`config.mk`:
```
export PLATFORM = sky130hd
export DESIGN_NAME = shift_arb
export DESIGN_NICKNAME = d
export VERILOG_FILES = /design/src/rtl/shift_arb.sv
export SDC_FILE = /design/constraint.sdc
export NUM_CORES = 1
export LEC_CHECK = 0
export BUFFER_PORTS_ARGS = -buffer_cell sky130_fd_sc_hd__clkbuf_2
export CORE_ASPECT_RATIO = 0.6
export CORE_UTILIZATION = 60
export CTS_CLUSTER_DIAMETER = 80
export DETAILED_ROUTE_END_ITERATION = 6
export PLACE_DENSITY_LB_ADDON = 0.2
export SLEW_MARGIN = 30
export SYNTH_ARGS = -nofsm -noshare
export SYNTH_HDL_FRONTEND = slang
export SYNTH_SLANG_ARGS = --single-unit
```
`constraint.sdc`:
```
create_clock -name clk -period 3.3 [get_ports clk]
set_input_delay 0.165 -clock clk [delete_from_list [all_inputs] [get_ports clk]]
set_output_delay 0.165 -clock clk [all_outputs]
set_load 0.02 [all_outputs]
```
`src/rtl/shift_arb.sv`:
```
// Round-robin arbiter sharing one 32-bit barrel shifter between two requesters,
// with a single registered response slot and valid/ready on every side.
module shift_arb #(
   parameter int unsigned WIDTH = 32
) (
   input  logic             clk,
   input  logic             rst_n,
   input  logic             req0_valid,
   output logic             req0_ready,
   input  logic [WIDTH-1:0] req0_a,
   input  logic [4:0]       req0_shamt,
   input  logic [1:0]       req0_op,
   input  logic             req1_valid,
   output logic             req1_ready,
   input  logic [WIDTH-1:0] req1_a,
   input  logic [4:0]       req1_shamt,
   input  logic [1:0]       req1_op,
   output logic             rsp_valid,
   input  logic             rsp_ready,
   output logic [WIDTH-1:0] rsp_data,
   output logic             rsp_id
);

   localparam logic [1:0] OP_SLL = 2'b00;
   localparam logic [1:0] OP_SRL = 2'b01;
   localparam logic [1:0] OP_SRA = 2'b10;

   typedef enum logic {S_EMPTY = 1'b0, S_FULL = 1'b1} state_t;

   state_t           r_state;
   state_t           w_state_nxt;
   logic             r_last_grant;
   logic [WIDTH-1:0] r_data;
   logic             r_id;

   logic             w_free;
   logic             w_grant0;
   logic             w_grant1;
   logic             w_accept;
   logic             w_sel;
   logic [WIDTH-1:0] w_a;
   logic [4:0]       w_shamt;
   logic [1:0]       w_op;
   logic [WIDTH-1:0] w_result;

   // Priority goes to the port that did not win the last accept.
   always_comb begin
      w_grant0 = req0_valid & (~req1_valid | r_last_grant);
      w_grant1 = req1_valid & (~req0_valid | ~r_last_grant);
   end

   // State register.
   always_ff @(posedge clk or negedge rst_n) begin
      if (!rst_n) r_state <= S_EMPTY;
      else        r_state <= w_state_nxt;
   end

   // Next-state logic.
   always_comb begin
      w_state_nxt = r_state;
      case (r_state)
         S_EMPTY: if (w_accept) w_state_nxt = S_FULL;
         S_FULL:  if (rsp_ready && !w_accept) w_state_nxt = S_EMPTY;
         default: w_state_nxt = S_EMPTY;
      endcase
   end

   // Output / handshake logic.
   always_comb begin
      w_free     = (r_state == S_EMPTY) | rsp_ready;
      req0_ready = w_free & w_grant0;
      req1_ready = w_free & w_grant1;
      w_accept   = req0_ready | req1_ready;
      rsp_valid  = (r_state == S_FULL);
   end

   // Operand mux driven by the grant, then the shifter itself.
   always_comb begin
      w_sel   = w_grant1;
      w_a     = w_sel ? req1_a     : req0_a;
      w_shamt = w_sel ? req1_shamt : req0_shamt;
      w_op    = w_sel ? req1_op    : req0_op;
      case (w_op)
         OP_SLL:  w_result = w_a << w_shamt;
         OP_SRL:  w_result = w_a >> w_shamt;
         OP_SRA:  w_result = WIDTH'($signed(w_a) >>> w_shamt);
         default: w_result = w_a;
      endcase
   end

   // Response payload and round-robin pointer update only on accept.
   always_ff @(posedge clk or negedge rst_n) begin
      if (!rst_n) begin
         r_data       <= '0;
         r_id         <= 1'b0;
         r_last_grant <= 1'b1;
      end else if (w_accept) begin
         r_data       <= w_result;
         r_id         <= w_sel;
         r_last_grant <= w_sel;
      end
   end

   assign rsp_data = r_data;
   assign rsp_id   = r_id;

endmodule

```
==> results.md <==
- Outcome: finished with violations
- Violated checks: DRC
- CP endpoint kind: flop
- Post-cts resize count: 0
- Drt pass-1 iters: 7
- Clk buf depth: 2
- Clock group share of total power: 0.163
- Tightest Pin Transition: 0.949 ns
- Worst-path fanout max: 13
- Switching part of the total: 0.515
- Crit path DAT: between 3 and 4 ns
- Num CTS Buffers: 5
- Total power: ~3.7 mW
- Antenna-violating nets left: 0
- CTS sink count: 35
- FFs w/ async S/R, synth: 1.00
- HP Start: rsp_ready
- Normalized max-slew margin: 0.365
- Final setup viols: 0
- PD cells: ~400 mW/mm^2
- Synth Cell Area: ~0.008 mm^2
- Yosys top cell by area: mux2i_1
- Worst hold stages: 3
- Dominant cell type by count on the critical path: mux2i_1
- Critical path class: flop to flop
- DR vias: between 10000 and 15000
- # hold bufs at CTS: 0
- Total GRT Usage: 0.539
- Maximum VDD drop: approximately 0.21 mV
- Initial antenna violation count: 2
- Worst R2R Setup Slack: between 0.015 and 0.02 ns
- Io pins: ~120
- Most frequent cells in the layout: 229 x mux2i_1, 136 x nand2_1, 115 x clkbuf_2
- First-pass GRT wire length: 55300 um
- Reg2reg end: rsp_data[2]$_DFFE_PN0P_
- Starting Density: 0.620
- Setup TNS: 0 ns
- Fin. max-slew vios: 0
- R2r startpoint: r_last_grant$_DFFE_PN1P_
- Worst path cell trace: a21bo_4 -> buf_4 -> mux2i_1 -> mux2i_1 -> mux2i_1 -> mux2i_1 -> o211ai_1 -> buf_4 -> a31o_2
- RePlAce Congestion: between 1 and 1.5
- Max Freq: about 300 MHz
- Post-CTS Setup Bufs: 0
- DIE HEIGHT: about 90 um
- Comb power frac: 0.673
- Int Pwr: 1.78 mW
- EDFF count, synth: 0
- DRT Wirelength: 37400 um
- Commonest non-fill, non-tap cell in the layout: mux2i_1
- Synthesis warning total: 0
- Worst Reg-to-Reg Cells: 9
- 1st-iter DRT viols: around 1800
- Sequential share of power: 0.164
- Top-area cell type share of the netlist area: 0.286
- Top cells by area, synth: mux2i_1 29%, dfrtp_1 11%, nand2_1 6.4%
- Clock Latency Late Sink: ~0.3 ns
- IO Port Bufs: roughly 120
- Synth Instances: about 1000
- Crit path buf inv count: 2
- DR DRC count: 25
- Leakage: 4.14 nW
- Area grow syn2layout: 13.2%
- Overflow after GRT: 0
- Via count of the first global-routing pass: roughly 9200
- CP max stage cell: dfstp_2
- Clock root cell: clkbuf_16
- Core ar.: roughly 0.013 mm^2
- Syn Nets: about 1100
- Crit path max-delay family: multiplexers
- Max-Cap Viols: 0
- Avg Inst Size Synth: 7.79 um^2
- Hpwl dp: 28400 um
- Unrepaired setup endpoints after global routing: no
- FF+latch count, synth: 35
- Hold WC Path Type: input port to flop
- DR WL/cell: 28.8 um
- Reg clk slew, reported paths: ~0.070 ns
- Vias per cell: 7.77
- Worst Path Required: 3.53 ns
- Tmin final: 3.28 ns
- Layout cells sized above 1: 0.231
- Hold Crit Endpoint: rsp_id$_DFFE_PN0P_
- Die area: about 0.014 mm^2
- Nets@finish: 1208
- CTS tree: yes
- Die X: about 150 um
- Largest net degree at the start of global routing: 49
- Final hold vios: 0
- Rows: 32
- Fill cell total of the finished layout: ~1100
- Synth unique cells: 75
- Switching power: 1.89 mW
- Final worst path period share: 0.995
- H-tree Lvls: 2
- Clock Skew: around 0.0095 ns
- Crit start category: flop
- Sequential-to-total area share from yosys stat: 0.109
- Main flop type after synthesis: dfrtp_1
- CP peak stage delay: around 0.60 ns
[sequential cells by signal, summed over array words and instances, names as in the netlist]
register,cells
r_last_grant,1
rsp_data,32
rsp_valid,1
rsp_id,1
[metrics by stage]
stage           util  setup WS, ns  hold slack, ns  cell area, um^2  cells
5_1_grt        0.702        0.0205           0.209             9100   1296
6_report       0.702        0.0150           0.173             9100   1297
3_5_place_dp   0.687         0.257           0.381             8910   1287
2_1_floorplan      -         0.741          -0.131             8040   1032
4_1_cts        0.701         0.254          0.0717             9090   1295
3_3_place_gp   0.687         0.273           0.353             8910   1287
[power groups by stage]
stage	registers, mW	logic, mW	clock network [mW]
after floorplan	0.707	1.36	0
after global placement	0.605	2.30	0
after detailed placement	0.604	2.31	0
after CTS	0.597	2.32	0.590
after global routing	0.608	2.53	0.604
final	0.601	2.47	0.596
[layer usage]
layer	global-route usage	share of wire
met5	0	0
met2	0.737	0.38
met3	0.230	0.18
met1	0.711	0.37
met4	0.273	0.066
[how the worst max path moves through the flow]
stage | start | to | cells after the start
after global routing | r_last_grant$_DFFE_PN1P_ | rsp_data[30]$_DFFE_PN0P_ | 8
final | r_last_grant$_DFFE_PN1P_ | rsp_data[2]$_DFFE_PN0P_ | 9
after global placement | r_last_grant$_DFFE_PN1P_ | rsp_data[25]$_DFFE_PN0P_ | 8
after CTS | r_last_grant$_DFFE_PN1P_ | rsp_data[25]$_DFFE_PN0P_ | 8
after floorplan | r_last_grant$_DFFE_PN1P_ | rsp_data[3]$_DFFE_PN0P_ | 8
after detailed placement | r_last_grant$_DFFE_PN1P_ | rsp_data[25]$_DFFE_PN0P_ | 8
[cells by family (layout without fill, tap and decap cells)]
kind of cell	after synthesis	count (layout)	share of synthesized area
AND/OR/NAND/NOR	304	304	0.167
AO/OA/AOI/OAI	298	298	0.260
multiplexers	284	284	0.388
buffers and inverters	109	203	0.0735
flip-flops	35	35	0.109
XOR/XNOR	2	2	0.00218
other	0	1	0
[synth_stat cells (all sizes together), types with 5 or more instances]
cell type	instances
a2111oi	5
a211oi	22
a21oi	64
a221o	7
a22oi	5
a311oi	5
a31oi	35
and2	6
and3	5
buf	76
clkbuf	21
dfrtp	34
inv	12
mux2	34
mux2i	235
mux4	15
nand2	136
nand2b	12
nand3	27
nor2	64
nor2b	6
nor3	25
o211ai	18
o21a	7
o21ai	43
o221ai	10
o22ai	11
o31ai	15
or3	7
[worst min-delay path, delay by kind of cell]
| family | cells | cell delay [ns] |
|---|---|---|
| AO/OA/AOI/OAI | 1 | 0.11 |
| buffers and inverters | 1 | 0.08 |
| AND/OR/NAND/NOR | 1 | 0.06 |
[layout make-up]
class / count / area (um^2) / share of cell area
multi-input combinational: 888 / 6620 / 0.727
timing repair buffer: 183 / 1180 / 0.129
sequential: 35 / 877 / 0.0963
tap: 170 / 213 / 0.0234
clock buffer: 6 / 139 / 0.0153
inverter: 12 / 45.0 / 0.00495
clock inverter: 2 / 35.0 / 0.00385
antenna: 1 / 2.50 / 0.000275
(Power assumes the default switching activity.)
